===== src/rtl/quiz_pkg.sv =====
// rtl/quiz_pkg.sv - shared widths, state/verdict enums and operand clamp for the quiz round controller
package quiz_pkg;

  localparam int OP_W  = 3;
  localparam int ANS_W = 4;

  typedef enum logic [2:0] {
    IDLE,
    LOAD,
    WAIT_ANS,
    RESULT,
    DONE
  } state_t;

  typedef enum logic [1:0] {
    V_CORRECT,
    V_WRONG,
    V_TIMEOUT
  } verdict_t;

  // Saturate a raw generator value to the largest legal operand
  function automatic logic [OP_W-1:0] clamp_op(input logic [OP_W-1:0] v,
                                               input logic [OP_W-1:0] max_v);
    return (v > max_v) ? max_v : v;
  endfunction

endpackage


===== src/rtl/quiz_round_ctrl_if.sv =====
// rtl/quiz_round_ctrl_if.sv - generator/keypad/display bundle of the quiz round controller (op_sub under QUIZ_SUBTRACT_EN)
interface quiz_round_ctrl_if import quiz_pkg::*; ();

  logic             start;
  logic [OP_W-1:0]  rnd_a;
  logic [OP_W-1:0]  rnd_b;
  logic             ans_valid;
  logic [ANS_W-1:0] ans;

  logic [OP_W-1:0]  op_a;
  logic [OP_W-1:0]  op_b;
  logic             prompt_valid;
  logic             correct_pulse;
  logic             wrong_pulse;
  logic             timeout_pulse;
  logic [3:0]       score;
  logic [3:0]       round_idx;
  logic             busy;
  logic             done;
`ifdef QUIZ_SUBTRACT_EN
  logic             op_sub;
`endif

  // Environment side: generators, keypad and game start button
  modport master (
`ifdef QUIZ_SUBTRACT_EN
    input  op_sub,
`endif
    output start, rnd_a, rnd_b, ans_valid, ans,
    input  op_a, op_b, prompt_valid, correct_pulse, wrong_pulse, timeout_pulse,
    input  score, round_idx, busy, done
  );

  // Controller side
  modport slave (
`ifdef QUIZ_SUBTRACT_EN
    output op_sub,
`endif
    input  start, rnd_a, rnd_b, ans_valid, ans,
    output op_a, op_b, prompt_valid, correct_pulse, wrong_pulse, timeout_pulse,
    output score, round_idx, busy, done
  );

endinterface


===== src/rtl/quiz_timer.sv =====
// rtl/quiz_timer.sv - loadable down-counter that parks at zero and flags expiry
module quiz_timer #(
  parameter int W = 4
) (
  input  logic         clk,
  input  logic         rst,
  input  logic         load_i,
  input  logic [W-1:0] load_val_i,
  input  logic         en_i,
  output logic         expired_o
);

  logic [W-1:0] cnt_q;
  logic [W-1:0] cnt_d;

  // Load wins over counting; counting stops at zero so expiry stays asserted
  always_comb begin
    cnt_d = cnt_q;
    if (load_i) begin
      cnt_d = load_val_i;
    end else if (en_i && (cnt_q != '0)) begin
      cnt_d = cnt_q - 1'b1;
    end
  end

  // Count register
  always_ff @(posedge clk) begin
    if (rst) begin
      cnt_q <= '0;
    end else begin
      cnt_q <= cnt_d;
    end
  end

  assign expired_o = (cnt_q == '0);

endmodule


===== src/rtl/quiz_round_ctrl.sv =====
// rtl/quiz_round_ctrl.sv - quiz game sequencer: operand sampling, answer judging, scoring; QUIZ_SUBTRACT_EN adds subtraction rounds
module quiz_round_ctrl import quiz_pkg::*; #(
  parameter int ROUNDS      = 8,
  parameter int TIMEOUT_CYC = 1000,
  parameter int RESULT_CYC  = 4,
  parameter int OP_MAX      = 5
) (
  input logic             clk,
  input logic             rst,
  quiz_round_ctrl_if.slave bus
);

  localparam int TO_W = $clog2(TIMEOUT_CYC + 1);
  localparam int RS_W = $clog2(RESULT_CYC + 1);

  localparam logic [3:0]      LAST_ROUND = 4'(ROUNDS - 1);
  localparam logic [3:0]      MAX_SCORE  = 4'(ROUNDS);
  localparam logic [OP_W-1:0] OP_MAX_V   = OP_W'(OP_MAX);
  localparam logic [TO_W-1:0] TO_LOAD    = TO_W'(TIMEOUT_CYC - 1);
  localparam logic [RS_W-1:0] RS_LOAD    = RS_W'(RESULT_CYC - 1);

  state_t           state_q;
  logic [OP_W-1:0]  op_a_q;
  logic [OP_W-1:0]  op_b_q;
  logic             prompt_q;
  logic             correct_q;
  logic             wrong_q;
  logic             timeout_q;
  logic [3:0]       score_q;
  logic [3:0]       round_q;
  logic             busy_q;
  logic             done_q;
  logic             op_sub_q;

  logic [OP_W-1:0]  a_clamp;
  logic [OP_W-1:0]  b_clamp;
  logic [OP_W-1:0]  op_a_d;
  logic [OP_W-1:0]  op_b_d;
  logic             op_sub_d;
  logic [ANS_W-1:0] expect_ans;
  verdict_t         verdict_d;
  logic             verdict_now;
  logic             to_expired;
  logic             rs_expired;

  // Operand preparation for LOAD and answer judging for WAIT_ANS
  always_comb begin
    a_clamp  = clamp_op(bus.rnd_a, OP_MAX_V);
    b_clamp  = clamp_op(bus.rnd_b, OP_MAX_V);
    op_a_d   = a_clamp;
    op_b_d   = b_clamp;
    op_sub_d = 1'b0;
`ifdef QUIZ_SUBTRACT_EN
    op_sub_d = round_q[0];
    if (op_sub_d && (a_clamp < b_clamp)) begin
      op_a_d = b_clamp;
      op_b_d = a_clamp;
    end
    expect_ans = op_sub_q ? (ANS_W'(op_a_q) - ANS_W'(op_b_q))
                          : (ANS_W'(op_a_q) + ANS_W'(op_b_q));
`else
    expect_ans = ANS_W'(op_a_q) + ANS_W'(op_b_q);
`endif
    verdict_d = V_TIMEOUT;
    if (bus.ans_valid) begin
      verdict_d = (bus.ans == expect_ans) ? V_CORRECT : V_WRONG;
    end
    // An answer in the final timer cycle still takes this path, so it beats the timeout
    verdict_now = (state_q == WAIT_ANS) && (bus.ans_valid || to_expired);
  end

  quiz_timer #(.W(TO_W)) u_answer_timer (
    .clk        (clk),
    .rst        (rst),
    .load_i     (state_q == LOAD),
    .load_val_i (TO_LOAD),
    .en_i       (state_q == WAIT_ANS),
    .expired_o  (to_expired)
  );

  quiz_timer #(.W(RS_W)) u_result_timer (
    .clk        (clk),
    .rst        (rst),
    .load_i     (verdict_now),
    .load_val_i (RS_LOAD),
    .en_i       (state_q == RESULT),
    .expired_o  (rs_expired)
  );

  // Game FSM with all outputs registered alongside the state
  always_ff @(posedge clk) begin
    if (rst) begin
      state_q   <= IDLE;
      op_a_q    <= '0;
      op_b_q    <= '0;
      prompt_q  <= 1'b0;
      correct_q <= 1'b0;
      wrong_q   <= 1'b0;
      timeout_q <= 1'b0;
      score_q   <= '0;
      round_q   <= '0;
      busy_q    <= 1'b0;
      done_q    <= 1'b0;
      op_sub_q  <= 1'b0;
    end else begin
      correct_q <= 1'b0;
      wrong_q   <= 1'b0;
      timeout_q <= 1'b0;
      case (state_q)
        IDLE, DONE: begin
          if (bus.start) begin
            state_q  <= LOAD;
            score_q  <= '0;
            round_q  <= '0;
            done_q   <= 1'b0;
            busy_q   <= 1'b1;
            op_sub_q <= 1'b0;
          end
        end
        LOAD: begin
          op_a_q   <= op_a_d;
          op_b_q   <= op_b_d;
          op_sub_q <= op_sub_d;
          prompt_q <= 1'b1;
          state_q  <= WAIT_ANS;
        end
        WAIT_ANS: begin
          if (verdict_now) begin
            prompt_q <= 1'b0;
            state_q  <= RESULT;
            case (verdict_d)
              V_CORRECT: begin
                correct_q <= 1'b1;
                if (score_q != MAX_SCORE) begin
                  score_q <= score_q + 1'b1;
                end
              end
              V_WRONG:   wrong_q   <= 1'b1;
              default:   timeout_q <= 1'b1;
            endcase
          end
        end
        RESULT: begin
          if (rs_expired) begin
            if (round_q == LAST_ROUND) begin
              state_q <= DONE;
              busy_q  <= 1'b0;
              done_q  <= 1'b1;
            end else begin
              round_q <= round_q + 1'b1;
              state_q <= LOAD;
            end
          end
        end
        default: state_q <= IDLE;
      endcase
    end
  end

  assign bus.op_a          = op_a_q;
  assign bus.op_b          = op_b_q;
  assign bus.prompt_valid  = prompt_q;
  assign bus.correct_pulse = correct_q;
  assign bus.wrong_pulse   = wrong_q;
  assign bus.timeout_pulse = timeout_q;
  assign bus.score         = score_q;
  assign bus.round_idx     = round_q;
  assign bus.busy          = busy_q;
  assign bus.done          = done_q;
`ifdef QUIZ_SUBTRACT_EN
  assign bus.op_sub        = op_sub_q;
`else
  logic unused_op_sub;
  assign unused_op_sub = op_sub_q;
`endif

endmodule


===== src/flat_wrapper.sv =====
// flat-port wrapper written by rule: the top's interface ports become plain ports
module quiz_round_ctrl_flat import quiz_pkg::*;
#(
  parameter int ROUNDS      = 8,
  parameter int TIMEOUT_CYC = 1000,
  parameter int RESULT_CYC  = 4,
  parameter int OP_MAX      = 5
)
  (clk, rst, bus_start, bus_rnd_a, bus_rnd_b, bus_ans_valid, bus_ans, bus_op_a, bus_op_b, bus_prompt_valid, bus_correct_pulse, bus_wrong_pulse, bus_timeout_pulse, bus_score, bus_round_idx, bus_busy, bus_done);
  quiz_round_ctrl_if bus_i ();
  input logic clk;
  input logic rst;
  input wire logic [$bits(bus_i.start)-1:0] bus_start;
  input wire logic [$bits(bus_i.rnd_a)-1:0] bus_rnd_a;
  input wire logic [$bits(bus_i.rnd_b)-1:0] bus_rnd_b;
  input wire logic [$bits(bus_i.ans_valid)-1:0] bus_ans_valid;
  input wire logic [$bits(bus_i.ans)-1:0] bus_ans;
  output wire logic [$bits(bus_i.op_a)-1:0] bus_op_a;
  output wire logic [$bits(bus_i.op_b)-1:0] bus_op_b;
  output wire logic [$bits(bus_i.prompt_valid)-1:0] bus_prompt_valid;
  output wire logic [$bits(bus_i.correct_pulse)-1:0] bus_correct_pulse;
  output wire logic [$bits(bus_i.wrong_pulse)-1:0] bus_wrong_pulse;
  output wire logic [$bits(bus_i.timeout_pulse)-1:0] bus_timeout_pulse;
  output wire logic [$bits(bus_i.score)-1:0] bus_score;
  output wire logic [$bits(bus_i.round_idx)-1:0] bus_round_idx;
  output wire logic [$bits(bus_i.busy)-1:0] bus_busy;
  output wire logic [$bits(bus_i.done)-1:0] bus_done;
  assign bus_i.start = bus_start;
  assign bus_i.rnd_a = bus_rnd_a;
  assign bus_i.rnd_b = bus_rnd_b;
  assign bus_i.ans_valid = bus_ans_valid;
  assign bus_i.ans = bus_ans;
  assign bus_op_a = bus_i.op_a;
  assign bus_op_b = bus_i.op_b;
  assign bus_prompt_valid = bus_i.prompt_valid;
  assign bus_correct_pulse = bus_i.correct_pulse;
  assign bus_wrong_pulse = bus_i.wrong_pulse;
  assign bus_timeout_pulse = bus_i.timeout_pulse;
  assign bus_score = bus_i.score;
  assign bus_round_idx = bus_i.round_idx;
  assign bus_busy = bus_i.busy;
  assign bus_done = bus_i.done;
  quiz_round_ctrl #(.ROUNDS(ROUNDS), .TIMEOUT_CYC(TIMEOUT_CYC), .RESULT_CYC(RESULT_CYC), .OP_MAX(OP_MAX)) u_core (.clk(clk), .rst(rst), .bus(bus_i));
endmodule

===== config.mk =====
export PLATFORM = sky130hd
export DESIGN_NAME = quiz_round_ctrl_flat
export DESIGN_NICKNAME = d
export VERILOG_FILES = /design/src/rtl/quiz_pkg.sv /design/src/rtl/quiz_round_ctrl_if.sv /design/src/rtl/quiz_timer.sv /design/src/rtl/quiz_round_ctrl.sv /design/src/flat_wrapper.sv
export SDC_FILE = /design/constraint.sdc
export NUM_CORES = 1
export LEC_CHECK = 0
export ABC_AREA = 1
export CORE_ASPECT_RATIO = 1.4
export CORE_MARGIN = 2
export CORE_UTILIZATION = 50
export CTS_BUF_LIST = sky130_fd_sc_hd__clkbuf_2
export CTS_CLUSTER_SIZE = 24
export DETAILED_ROUTE_END_ITERATION = 8
export PLACE_DENSITY = 0.75
export SYNTH_ARGS = -nofsm -noshare
export SYNTH_HDL_FRONTEND = slang
export SYNTH_HIERARCHICAL = 1
export SYNTH_SLANG_ARGS = --single-unit

===== constraint.sdc =====
create_clock -name clk -period 2.55 [get_ports clk]
set_clock_uncertainty 0.15 [all_clocks]
set_input_delay 0.255 -clock clk [delete_from_list [all_inputs] [get_ports clk]]
set_output_delay 0.255 -clock clk [all_outputs]
set_load 0.01 [all_outputs]

==> results of run 1 <==
## cell type report
| type | instances | area [um^2] |
|---|---|---|
| fillers | 416 | 1550 |
| multi-input cells | 245 | 1340 |
| flip-flops and latches | 36 | 721 |
| repair buffers | 35 | 345 |
| inverters | 54 | 203 |
| well taps | 60 | 75.1 |
| clock buffers | 6 | 30.0 |
| clock inverters | 2 | 11.3 |
## flip-flops by register name (all words and copies together) (netlist names)
name and flops:
u_core/bus.busy 1, u_core/bus.correct_pulse 1, u_core/bus.done 1, u_core/bus.op_a 3
u_core/bus.op_b 3, u_core/bus.prompt_valid 1, u_core/bus.round_idx 4, u_core/bus.score 4
u_core/bus.timeout_pulse 1, u_core/bus.wrong_pulse 1, u_core/state_q 3, u_core/u_answer_timer/cnt_q 10
u_core/u_result_timer/cnt_q 3
## metal layers
layer	vias to the layer above	part of all wire	track usage
met3	5	0.033	0.0545
met4	0	0.013	0.0613
met2	32	0.52	0.392
li1	1140	-	-
met1	1024	0.43	0.252
met5	-	0	0
## worst max-delay path: stages (launching register included)
cell     delay [ps]
dfxtp_1         380
ha_1            190
inv_1            60
fa_1            510
inv_1            50
nand2_1          50
nand4_1         110
nor2_1          160
nand3_1         100
nand2_2         150
nand3_1          90
nand2_1          70
nor2_1           40
## cell usage in the layout (no fill, tap or decap), drive strengths merged
master | synthesis | routed
o21a | 1 | 1
nand4 | 3 | 3
a21o | 1 | 1
nor3b | 1 | 1
o21ai | 17 | 17
a311oi | 1 | 1
ha | 9 | 9
clkinvlp | 0 | 1
inv | 54 | 54
nor4 | 2 | 2
dfxtp | 36 | 36
or2 | 1 | 1
a211oi | 2 | 2
nand2 | 82 | 82
a21oi | 24 | 24
clkdlybuf4s50 | 0 | 33
fa | 1 | 1
xor2 | 2 | 2
a22oi | 1 | 1
buf | 1 | 2
nand3 | 38 | 38
nor3 | 6 | 6
clkinv | 0 | 1
nand3b | 1 | 1
a31oi | 2 | 2
conb | 2 | 13
clkbuf | 2 | 6
xnor2 | 1 | 1
nor2 | 36 | 36
## where the power goes
| part | switching, mW | internal [mW] | leakage, nW |
|---|---|---|---|
| sequential | 0.145 | 0.721 | 0.294 |
| clock | 0.196 | 0.0685 | 0.0266 |
| combinational | 1.09 | 0.708 | 0.927 |
## per-stage QoR
| stage | hold WS (ps) | setup WS (ps) | util | area [um^2] | cells |
|---|---|---|---|---|---|
| floorplan | 167 | 501 | - | 2280 | 338 |
| global placement | 309 | 468 | 0.628 | 2690 | 430 |
| detailed placement | 308 | 427 | 0.628 | 2690 | 430 |
| CTS | 306 | 412 | 0.638 | 2730 | 438 |
| global route | 293 | 157 | 0.638 | 2730 | 438 |
| finish | 315 | 376 | 0.638 | 2730 | 438 |
## kinds of logic (layout without fill, tap and decap cells)
group / count (synthesis) / after routing / synth area share
AND/OR/NAND/NOR: 170 / 170 / 0.386
buffers and inverters: 57 / 97 / 0.0963
AO/OA/AOI/OAI: 49 / 49 / 0.121
flip-flops: 36 / 36 / 0.322
adder cells (fa/ha/maj): 10 / 10 / 0.0593
XOR/XNOR: 3 / 3 / 0.0118
other: 2 / 13 / 0.00336
## final timing paths
path | startpoint | end | slack (ps) | cells past startpoint
setup reg to reg | u_core/bus.op_a[0] | u_core/bus.score[3] | 380 | 12
setup / recovery | u_core/bus.op_a[0] | u_core/bus.score[3] | 380 | 12
hold reg to reg | u_core/bus.done | u_core/bus.done | 340 | 2
hold / removal | bus_rnd_a[1] | u_core/bus.op_a[1] | 320 | 3
==> results.sh, run 1 <==
export IMPL_cts_resized=0
export IMPL_fp_dieH_um=83.1
export IMPL_max_freq_mhz=460
export IMPL_worst_pin_slew_ps=530
export IMPL_fp_dieW_um=60.5
export IMPL_finalPower_mw=2.93
export IMPL_globalplace_congestion=0.862
export IMPL_holdBufCountCts=0
export IMPL_vias=2201
export IMPL_yosys_warnings=6
export IMPL_post_dp_hpwl_um=3640
export IMPL_globalRoute_totalOverflow=0
export IMPL_cp_start_kind="flop"
export IMPL_clkTransAtPathRegs_ps=190
export IMPL_cts_htree_levels=2
export IMPL_path_class="flop to flop"
export IMPL_io_pins=34
export IMPL_synth_ff_type="dfxtp_1"
export IMPL_status="complete, no violations"
export IMPL_row_count=28
export IMPL_syn_avg_cell_area_um2=6.84
export IMPL_relSlewSlack=0.646
export IMPL_power_density_nw_per_um2=1070
export IMPL_post_route_period_util=0.853
export IMPL_netlist_area_um2=2240
export IMPL_drt_wirelength_per_cell_um=11.1
export IMPL_grt_pass1_vias=2101
export IMPL_tns_ps=0
export IMPL_drcViolationCount=0
export IMPL_grt_start_max_net_pins=21
export IMPL_cts_buffer_depth=2
export IMPL_hold_viol_final=0
export IMPL_final_nets=401
export IMPL_die_area_um2=5030
export IMPL_irDropWorstVdd_v=0.000536
export IMPL_synth_common_cells="nand2_1, inv_1, dfxtp_1, nand3_1, nor2_1"
export IMPL_cts_setup_buffers=0
export IMPL_final_antenna_net_count=0
export IMPL_cts_made_buffers=5
export IMPL_grt_pass1_wl_um=8790
export IMPL_clkLatencyLatePin_ps=380
export IMPL_cts_tree="done"
export IMPL_routed_via_density=5.03
export IMPL_numPortBuffers=33
export IMPL_ys_seq_area_frac=0.322
export IMPL_synth_most_common_cell="nand2_1"
export IMPL_grt_usage=0.221
export IMPL_slew_violations=0
export IMPL_power_leakage_nw=1.25
export IMPL_antenna_found_initial=0
export IMPL_synth_area_leaders="dfxtp_1, nand2_1, nand3_1, inv_1, a21oi_1"
export IMPL_num_antenna_cells=0
export IMPL_clkSinkCount=36
export IMPL_worstHoldPathType="input port to flop"
export IMPL_worst_ep_arrival_time_ps=2340
export IMPL_drive_gt1_frac=0.116
export IMPL_drt_total_wl_um=4860
export IMPL_synth_top_area_cell="dfxtp_1"
export IMPL_worst_setup_path_end_kind="flop"
export IMPL_cts_root_buf="clkbuf_2"
export IMPL_ys_seq_elements=36
export IMPL_synthArstFlopShare=0
export IMPL_min_period_ps=2170
export IMPL_setup_viol=0
export IMPL_drt_iter0_markers=84
export IMPL_start_util=0.523
export IMPL_firstDrtPassIters=4
export IMPL_max_cap_violations=0
export IMPL_crit_required_ps=2710
export IMPL_syn_inst=327
export IMPL_synth_edf_count=0
export IMPL_netlist_area_leader_share=0.322
export IMPL_rsz0062_at_grt="false"
export IMPL_synthToLayoutAreaGrowth_pct=21.9
export IMPL_critPathMaxFanout=8
export IMPL_yosysUniqueCellTypes=39
export IMPL_core_um2=4270
(Power assumes the default switching activity.)
==> run 2, diff against run 1 <==
REMOVE_ABC_BUFFERS = 1   (was not set)
==> results.sh, run 2 (synthesis gave the netlist of run 1 again) <==
export IMPL_cp_start_kind="flop"
export IMPL_worst_ep_arrival_time_ps=2290
export IMPL_fp_dieW_um=60.5
export IMPL_worstHoldPathType="input port to flop"
export IMPL_max_cap_violations=0
export IMPL_core_um2=4270
export IMPL_cts_root_buf="clkbuf_2"
export IMPL_min_period_ps=2130
export IMPL_whs_ps=309
export IMPL_final_common_cell="nand2_1"
export IMPL_largest_register="u_core/u_answer_timer/cnt_q"
export IMPL_slew_violations=0
export IMPL_drt_wirelength_per_cell_um=10.7
export IMPL_final_cell_mix="nand2_1, inv_1, nand3_1, dfxtp_1, clkdlybuf4s50_1"
export IMPL_globalRoute_totalOverflow=0
export IMPL_path_class="flop to flop"
export IMPL_worst_setup_path_end_kind="flop"
export IMPL_p_clk_frac=0.082
export IMPL_antenna_found_initial=0
export IMPL_drt_total_wl_um=4660
export IMPL_routed_via_density=4.82
export IMPL_io_pins=34
export IMPL_globalplace_congestion=0.839
export IMPL_seqPwrFrac=0.301
export IMPL_status="complete, no violations"
export IMPL_grt_usage=0.204
export IMPL_die_area_um2=5030
export IMPL_r2r_setup_slack_ps=420
export IMPL_num_fill_cells=407
export IMPL_crit_required_ps=2700
export IMPL_irDropWorstVdd_v=0.000643
export IMPL_power_leakage_nw=1.25
export IMPL_cts_made_buffers=5
export IMPL_grt_start_max_net_pins=23
export IMPL_tns_ps=0
export IMPL_post_route_period_util=0.836
export IMPL_p_switching_mw=1.40
export IMPL_grt_pass1_wl_um=8150
export IMPL_start_util=0.523
export IMPL_cts_resized=0
export IMPL_post_dp_hpwl_um=3520
export IMPL_power_frac_comb=0.617
export IMPL_clkSinkCount=36
export IMPL_final_antenna_net_count=0
export IMPL_internal_power_mw=1.48
export IMPL_cts_setup_buffers=0
export IMPL_drcViolationCount=0
export IMPL_row_count=28
export IMPL_drt_iter0_markers=87
export IMPL_firstDrtPassIters=5
export IMPL_vias=2106
export IMPL_clkTransAtPathRegs_ps=180
export IMPL_max_freq_mhz=469
export IMPL_cts_tree="done"
export IMPL_final_nets=401
export IMPL_numPortBuffers=33
export IMPL_holdBufCountCts=0
export IMPL_largest_reg_flops=10
export IMPL_fp_dieH_um=83.1
export IMPL_rsz0062_at_grt="false"
export IMPL_p_sw_frac=0.485
export IMPL_setup_viol=0
export IMPL_cts_htree_levels=2
export IMPL_cts_buffer_depth=2
export IMPL_grt_pass1_vias=1942
export IMPL_drive_gt1_frac=0.111
export IMPL_critPathMaxFanout=8
export IMPL_synthToLayoutAreaGrowth_pct=21.5
export IMPL_power_density_nw_per_um2=1060
export IMPL_hold_viol_final=0
export IMPL_clkLatencyLatePin_ps=380
export IMPL_num_antenna_cells=0
run 2: cell count changes in the layout (fill, tap and decap cells not counted):
| cell | change |
|---|---|
| clkbuf_2 | -1 |
| clkinv_1 | +1 |
| clkinvlp_4 | -1 |
run 2: layer usage:
layer	vias to the layer above	part of all wire	track usage
met2	37	0.51	0.339
met3	6	0.037	0.0436
met1	924	0.44	0.256
met5	-	0	0
met4	0	0.012	0.0652
li1	1139	-	-
run 2: final timing paths:
| check | cells past startpoint | endpoint | from |
|---|---|---|---|
| worst max-delay path | 12 | u_core/bus.score[1] | u_core/bus.op_a[0] |
| worst min-delay path | 3 | u_core/bus.op_b[0] | bus_rnd_b[0] |
| worst max register to register | 12 | u_core/bus.score[1] | u_core/bus.op_a[0] |
| worst min register to register | 2 | u_core/bus.prompt_valid | u_core/bus.prompt_valid |
run 2: worst max-delay path, stage by stage, from the launching register on:
cell and delay, ps:
dfxtp_1 380, ha_1 190, inv_1 60, fa_1 500
inv_1 40, nand2_1 50, nand4_1 100, nor2_1 150
nand3_1 100, nand2_2 140, nand3_1 90, nand2_1 70
nor2_1 40
run 2: cell type report:
type                       count  area (um^2)  share of cell area
multi-input combinational    245         1340               0.494
sequential                    36          721               0.265
timing repair buffer          35          345               0.127
inverter                      54          203              0.0746
tap                           60         75.1              0.0276
clock buffer                   5         25.0             0.00921
clock inverter                 2         7.51             0.00276
run 2: power groups by stage:
stage | clock network [mW] | logic (mW) | registers, mW
6_report | 0.236 | 1.78 | 0.868
3_5_place_dp | 0 | 1.77 | 0.879
2_1_floorplan | 0 | 1.35 | 0.884
3_3_place_gp | 0 | 1.74 | 0.876
5_1_grt | 0.265 | 2.03 | 0.890
4_1_cts | 0.250 | 1.78 | 0.867
run 2: per-stage QoR:
stage | utilization | std cells | setup WS [ps] | power [mW] | cell area, um^2
3_5_place_dp | 0.628 | 430 | 423 | 2.65 | 2690
6_report | 0.636 | 437 | 418 | 2.88 | 2720
4_1_cts | 0.636 | 437 | 419 | 2.90 | 2720
2_1_floorplan | - | 335 | 501 | 2.24 | 2260
3_3_place_gp | 0.628 | 430 | 492 | 2.62 | 2690
5_1_grt | 0.636 | 437 | 174 | 3.19 | 2720
